[src/rtl/pipelined_adder_tree_pkg.sv]
`default_nettype none
// ============================================================================
//  Module      : adder_tree_pkg
//  Description : Elaboration-time helpers for the pipelined adder tree:
//                ceil-log2, level count, output width, per-level element
//                counts and offsets into the flattened inter-level bus.
//  Revision    : 1.0 - initial release
// ============================================================================
package adder_tree_pkg;

   localparam int MAX_NUM_IN = 64;
   localparam int MAX_IN_W   = 32;

   // Integer ceil(log2(value)); returns 0 for value <= 1.
   function automatic int clog2(input int value);
      int r;
      r = 0;
      for (int i = 0; i < 31; i++) begin
         if ((1 << i) < value) r = i + 1;
      end
      return r;
   endfunction

   // Number of pairwise-reduction levels needed to reach one element.
   function automatic int tree_levels(input int num_in);
      return clog2(num_in);
   endfunction

   // Full-precision result width: each level can add at most one carry bit.
   function automatic int tree_out_w(input int in_w, input int num_in);
      return in_w + tree_levels(num_in);
   endfunction

   // Element count produced by level lvl. A negative lvl yields the operand
   // count itself, so level_count(n, l-1) is the input count of level l.
   function automatic int level_count(input int num_in, input int lvl);
      int n;
      n = num_in;
      for (int i = 0; i < 32; i++) begin
         if (i <= lvl) n = (n + 1) / 2;
      end
      return n;
   endfunction

   // Element offset of the input vector of level lvl inside the flattened
   // bus that chains the extended operands and every level output.
   function automatic int level_offset(input int num_in, input int lvl);
      int off;
      int n;
      off = 0;
      n   = num_in;
      for (int i = 0; i < 32; i++) begin
         if (i < lvl) begin
            off = off + n;
            n   = (n + 1) / 2;
         end
      end
      return off;
   endfunction

endpackage : adder_tree_pkg
`default_nettype wire

[src/rtl/pipelined_adder_tree_level.sv]
`default_nettype none
// ============================================================================
//  Module      : adder_tree_level
//  Description : One registered pairwise-reduction level. Elements 2p and
//                2p+1 are summed into output p; with an odd count the last
//                element is registered unchanged. All elements are W wide.
//  Ports       : clk      - rising-edge clock
//                rst      - asynchronous active-high reset (clears outputs)
//                ce       - clock enable; 0 holds the level register
//                in_data  - N_IN packed elements, element k at [k*W +: W]
//                out_data - ceil(N_IN/2) packed registered elements
//  Revision    : 1.0 - initial release
// ============================================================================
module adder_tree_level #(
   parameter int N_IN   = 2,
   parameter int W      = 8,
   parameter int SIGNED = 0,
   localparam int N_OUT = (N_IN + 1) / 2
) (
   input  logic                 clk,
   input  logic                 rst,
   input  logic                 ce,
   input  logic [N_IN*W-1:0]    in_data,
   output logic [N_OUT*W-1:0]   out_data
);

   logic [N_OUT*W-1:0] w_next;
   logic [N_OUT*W-1:0] r_data;

   generate
      for (genvar p = 0; p < N_IN / 2; p++) begin : g_pair
         // Two's-complement and unsigned addition produce identical bits at
         // equal width; the split keeps the operand interpretation explicit.
         if (SIGNED != 0) begin : g_signed
            assign w_next[p*W +: W] = $signed(in_data[(2*p)*W +: W])
                                    + $signed(in_data[(2*p+1)*W +: W]);
         end else begin : g_unsigned
            assign w_next[p*W +: W] = in_data[(2*p)*W +: W]
                                    + in_data[(2*p+1)*W +: W];
         end
      end

      // Odd element rides through on a plain register, no adder against zero.
      if ((N_IN % 2) != 0) begin : g_odd
         assign w_next[(N_OUT-1)*W +: W] = in_data[(N_IN-1)*W +: W];
      end
   endgenerate

   // Data loads on every enabled edge regardless of valid.
   always_ff @(posedge clk or posedge rst) begin
      if (rst) begin
         r_data <= '0;
      end else if (ce) begin
         r_data <= w_next;
      end
   end

   assign out_data = r_data;

endmodule : adder_tree_level
`default_nettype wire

[src/rtl/pipelined_adder_tree.sv]
`default_nettype none
// ============================================================================
//  Module      : pipelined_adder_tree
//  Description : Fully pipelined NUM_IN-operand adder tree with full-precision
//                result, valid pipeline, clock-enable stall and signed or
//                unsigned operand mode. Latency is LEVELS + OUT_REG enabled
//                clock edges; throughput one vector per enabled cycle.
//  Ports       : clk       - rising-edge clock
//                rst       - asynchronous active-high reset
//                ce        - clock enable; 0 freezes all data and valid regs
//                in_valid  - operand vector valid this cycle
//                in_data   - NUM_IN packed operands, k at [k*IN_W +: IN_W]
//                out_valid - out_sum holds a valid result
//                out_sum   - full-precision sum, IN_W + LEVELS bits
//  Revision    : 1.0 - initial release
// ============================================================================
module pipelined_adder_tree
   import adder_tree_pkg::*;
#(
   parameter int NUM_IN  = 5,
   parameter int IN_W    = 16,
   parameter int SIGNED  = 0,
   parameter int OUT_REG = 1
) (
   input  logic                                   clk,
   input  logic                                   rst,
   input  logic                                   ce,
   input  logic                                   in_valid,
   input  logic [NUM_IN*IN_W-1:0]                 in_data,
   output logic                                   out_valid,
   output logic [tree_out_w(IN_W, NUM_IN)-1:0]    out_sum
);

   localparam int c_levels    = tree_levels(NUM_IN);
   localparam int c_out_w     = tree_out_w(IN_W, NUM_IN);
   localparam int c_latency   = c_levels + ((OUT_REG != 0) ? 1 : 0);
   localparam int c_final_off = level_offset(NUM_IN, c_levels);
   localparam int c_total     = c_final_off + 1;

   // Flattened chain: extended operands, then each level's output in turn.
   logic [c_total*c_out_w-1:0] w_tree;
   logic [c_out_w-1:0]         w_final;
   logic [c_latency-1:0]       r_valid;

   // ------------------------------------------------------------------
   // Operand extension to the full result width
   // ------------------------------------------------------------------
   generate
      for (genvar k = 0; k < NUM_IN; k++) begin : g_ext
         if (SIGNED != 0) begin : g_sext
            assign w_tree[k*c_out_w +: c_out_w] =
               {{c_levels{in_data[k*IN_W + IN_W - 1]}}, in_data[k*IN_W +: IN_W]};
         end else begin : g_zext
            assign w_tree[k*c_out_w +: c_out_w] =
               {{c_levels{1'b0}}, in_data[k*IN_W +: IN_W]};
         end
      end
   endgenerate

   // ------------------------------------------------------------------
   // Reduction levels; level l reads the segment written by level l-1
   // ------------------------------------------------------------------
   generate
      for (genvar l = 0; l < c_levels; l++) begin : g_level
         localparam int c_n_in    = level_count(NUM_IN, l - 1);
         localparam int c_n_out   = level_count(NUM_IN, l);
         localparam int c_in_off  = level_offset(NUM_IN, l);
         localparam int c_out_off = level_offset(NUM_IN, l + 1);

         adder_tree_level #(
            .N_IN   (c_n_in),
            .W      (c_out_w),
            .SIGNED (SIGNED)
         ) u_level (
            .clk      (clk),
            .rst      (rst),
            .ce       (ce),
            .in_data  (w_tree[c_in_off*c_out_w +: c_n_in*c_out_w]),
            .out_data (w_tree[c_out_off*c_out_w +: c_n_out*c_out_w])
         );
      end
   endgenerate

   assign w_final = w_tree[c_final_off*c_out_w +: c_out_w];

   // ------------------------------------------------------------------
   // Valid pipeline, same depth and enable as the data path
   // ------------------------------------------------------------------
   generate
      if (c_latency == 1) begin : g_valid_single
         always_ff @(posedge clk or posedge rst) begin
            if (rst) begin
               r_valid <= '0;
            end else if (ce) begin
               r_valid <= in_valid;
            end
         end
      end else begin : g_valid_chain
         always_ff @(posedge clk or posedge rst) begin
            if (rst) begin
               r_valid <= '0;
            end else if (ce) begin
               r_valid <= {r_valid[c_latency-2:0], in_valid};
            end
         end
      end
   endgenerate

   assign out_valid = r_valid[c_latency-1];

   // ------------------------------------------------------------------
   // Output stage: optional extra register, never a combinational path
   // ------------------------------------------------------------------
   generate
      if (OUT_REG != 0) begin : g_out_reg
         logic [c_out_w-1:0] r_sum;

         always_ff @(posedge clk or posedge rst) begin
            if (rst) begin
               r_sum <= '0;
            end else if (ce) begin
               r_sum <= w_final;
            end
         end

         assign out_sum = r_sum;
      end else begin : g_out_direct
         // Final level is already a register cleared by rst.
         assign out_sum = w_final;
      end
   endgenerate

endmodule : pipelined_adder_tree
`default_nettype wire

[config.mk]
export PLATFORM = sky130hd
export DESIGN_NAME = pipelined_adder_tree
export DESIGN_NICKNAME = d
export VERILOG_FILES = /design/src/rtl/pipelined_adder_tree_pkg.sv /design/src/rtl/pipelined_adder_tree_level.sv /design/src/rtl/pipelined_adder_tree.sv
export SDC_FILE = /design/constraint.sdc
export NUM_CORES = 1
export LEC_CHECK = 0
export BUFFER_PORTS_ARGS = -buffer_cell sky130_fd_sc_hd__buf_2
export CORE_MARGIN = 2
export CORE_UTILIZATION = 25
export DETAILED_ROUTE_END_ITERATION = 12
export RECOVER_POWER = 50
export SETUP_SLACK_MARGIN = 0.4
export SKIP_CTS_REPAIR_TIMING = 1
export SLEW_MARGIN = 5
export SYNTH_ARGS = -nofsm -noshare
export SYNTH_HDL_FRONTEND = slang
export SYNTH_HIERARCHICAL = 1
export SYNTH_SLANG_ARGS = --single-unit
export TNS_END_PERCENT = 10
[constraint.sdc]
create_clock -name clk -period 3 [get_ports clk]
set_input_delay 0.9 -clock clk [delete_from_list [all_inputs] [get_ports clk]]
set_output_delay 0.9 -clock clk [all_outputs]
set_load 0.01 [all_outputs]
==> impl_metrics.tcl <==
set metrics [dict create \
    outcome "finished with violations" \
    failed_checks "capacitance limit, slew limit" \
    powerDensity_nw_per_um2 802.4 \
    drive_gt1_share_pct 30.03 \
    setup_viol 0 \
    fmax_mhz 384.2 \
    hold_path_class "input pin to asynchronous set/reset pin" \
    yosys_warnings 6 \
    yosysMostFrequentCell "dfrtp_1" \
    drc_errors 0 \
    multi_input_area_sq_um 5197 \
    fp-row-count 68 \
    maxCapViolCount 1 \
    place_congestion 0.8547 \
    hold_viol 0 \
    port_buffers 103 \
    grt_max_degree 63 \
    relSlewSlack_pct -0.4329 \
    ys.flop_type "dfrtp_1" \
    met3_length_um 797 \
    ir_drop_v 0.0003953 \
    grt_pass1_wl_um 33980 \
    cts_made_buffers 17 \
    yosysSeqAreaShare_pct 38.82 \
    dpl.hpwl_um 15910 \
    syn_to_final_growth_pct 18.64 \
    syn_inst 827 \
    rsz0062_at_grt "true" \
    post_drt_via_cell_ratio 4.688 \
    cts-root-buf "clkbuf_16" \
    synth_top_cell_area_share_pct 38.82 \
    cts_sinks 137 \
    synth.area.top_cells "dfrtp_1, mux2_2, ha_1" \
    first_iter_violations 251 \
    start_util_pct 25.51 \
    diodes 0 \
    io_pins 104 \
    worstSetupPathType "input pin to flop" \
    first_pass_iters 5 \
    yosys.area.top_type "dfrtp_1" \
    dr.max_layer_used "met5" \
    total_power_w 0.008408 \
    placed_area_sq_um 9955 \
    synth_cell_types 83 \
    met1_length_um 10470 \
    die_h_um 192.0 \
    htree_levels 4 \
    worst_slew_pin_slew_ns 1.506 \
    wl_per_cell_um 14.61 \
    fin_crit_sh_pct 86.76 \
    grt_pass1_vias 6561 \
    cp_max_fo 62 \
    async_flop_share_pct 100.0 \
    vias 6629 \
    power_leakage_nw 4.676 \
    syn_area_sq_um 8832 \
    required_ns 3.31 \
    antenna_found_initial 1 \
    nets 1106 \
    grtUsageTotal_pct 11.69 \
    seqCellArea_sq_um 3428 \
    die_w_um 192.0 \
    clock_skew_ns 0.01346 \
    clk_pin_slew_worst_paths_ns 0.06 \
    finish.utilization_pct 30.26 \
    endpoint_kind "flop" \
    synth-edff-count 0 \
    critical_path_arrival_ns 2.91 \
    cp-start-kind "input pin" \
    fillers 3571 \
    fin_crit_ns 2.603 \
    worst_slack_ns 0.3972 \
    clk_latency_ns 0.43 \
    finalInstanceArea_sq_um 10480 \
    die_area_sq_um 36850 \
    ant_nets 0 \
    totalWireLength_um 20660 \
    syn_area_per_cell_sq_um 10.68 \
    drv_slew 62 \
    gr-total-overflow 0 \
    clk_path_buf_depth 2 \
    synth_commonest_cells "dfrtp_1, mux2_2, ha_1" \
    tritoncts "done" \
    preCtsSetupSlack_ns -0.02394 \
    wl_met2_um 9158 \
    ys_seq_elements 137 \
    core_area_sq_um 34630 \
]
critical path: stages:
cell and delay (ns):
buf_4 0.35, clkbuf_2 1.19, nand3_1 0.15, a21o_1 0.22, o311ai_0 0.09
worst paths after layout:
kind                                           startpoint                              end  slack [ns]  cells past startpoint
setup / recovery                                       ce  g_level[2].u_level/out_data[15]        0.40                      5
hold / removal                                        rst  g_level[0].u_level/out_data[44]        0.48                      2
setup reg to reg           g_level[0].u_level/out_data[0]  g_level[1].u_level/out_data[18]        0.43                      9
hold reg to reg            g_level[2].u_level/out_data[6]   g_level[2].u_level/out_data[6]        0.49                      2
max in group asynchronous                             rst  g_level[0].u_level/out_data[52]        0.92                      3
min in group clk           g_level[2].u_level/out_data[6]   g_level[2].u_level/out_data[6]        0.49                      2
state kept, by name (all words and copies together), names as in the netlist:
name                      count
g_level.u_level/out_data    114
r_valid                       4
out_sum                      19
through the flow:
stage	hold slack, ns	TNS [ns]	instances
4_1_cts	0.4066	0	1414
3_3_place_gp	0.4835	0	1382
6_report	0.4773	0	1414
2_1_floorplan	0.4462	0	841
3_5_place_dp	0.4707	-0.02394	1382
5_1_grt	0.4905	0	1414
placed cells by master, fill, tap and decap left out, types with 14 or more instances in the layout:
cell type	netlist	routed
ha_1	72	71
a21o_1	28	28
nand2_1	55	55
clkbuf_16	0	17
o21a_1	14	14
nor2_1	29	29
xnor2_1	28	28
dfrtp_1	137	137
a21oi_1	56	56
conb_1	1	15
nand3_1	29	29
nor3_1	15	15
xor2_1	15	15
inv_1	32	31
o21ai_0	20	19
buf_2	6	101
mux2_2	101	101
power by group:
part / leakage (nW) / internal (W) / total (W) / switching (W)
Sequential: 1.61 / 0.00243 / 0.00282 / 0.000392
Clock: 0.253 / 0.00109 / 0.00195 / 0.000855
Combinational: 2.81 / 0.00169 / 0.00364 / 0.00194
Total: 4.68 / 0.00522 / 0.00841 / 0.00319
layout make-up:
class | count | share of cell area (%)
multi-input combinational | 639 | 49.60
sequential | 137 | 32.72
timing repair buffer | 118 | 5.910
tap | 455 | 5.433
clock buffer | 21 | 4.299
inverter | 33 | 1.182
clock inverter | 11 | 0.8597
logic make-up after synthesis:
| logic type | count (synthesis) | share of synthesized area, % |
|---|---|---|
| AO/OA/AOI/OAI | 219 | 18.53 |
| XOR/XNOR | 43 | 4.264 |
| adder cells (fa/ha/maj) | 76 | 11.11 |
| buffers and inverters | 65 | 3.329 |
| flip-flops | 137 | 38.82 |
| multiplexers | 111 | 14.14 |
| other | 1 | 0.04246 |
| AND/OR/NAND/NOR | 175 | 9.775 |
routing by layer:
layer,up-vias,global-route usage (%)
met3,21,2.065
met5,-,0
met2,131,18.27
li1,3293,-
met1,3182,16.42
met4,2,3.462
No activity file was read; power rests on OpenSTA's default activity.
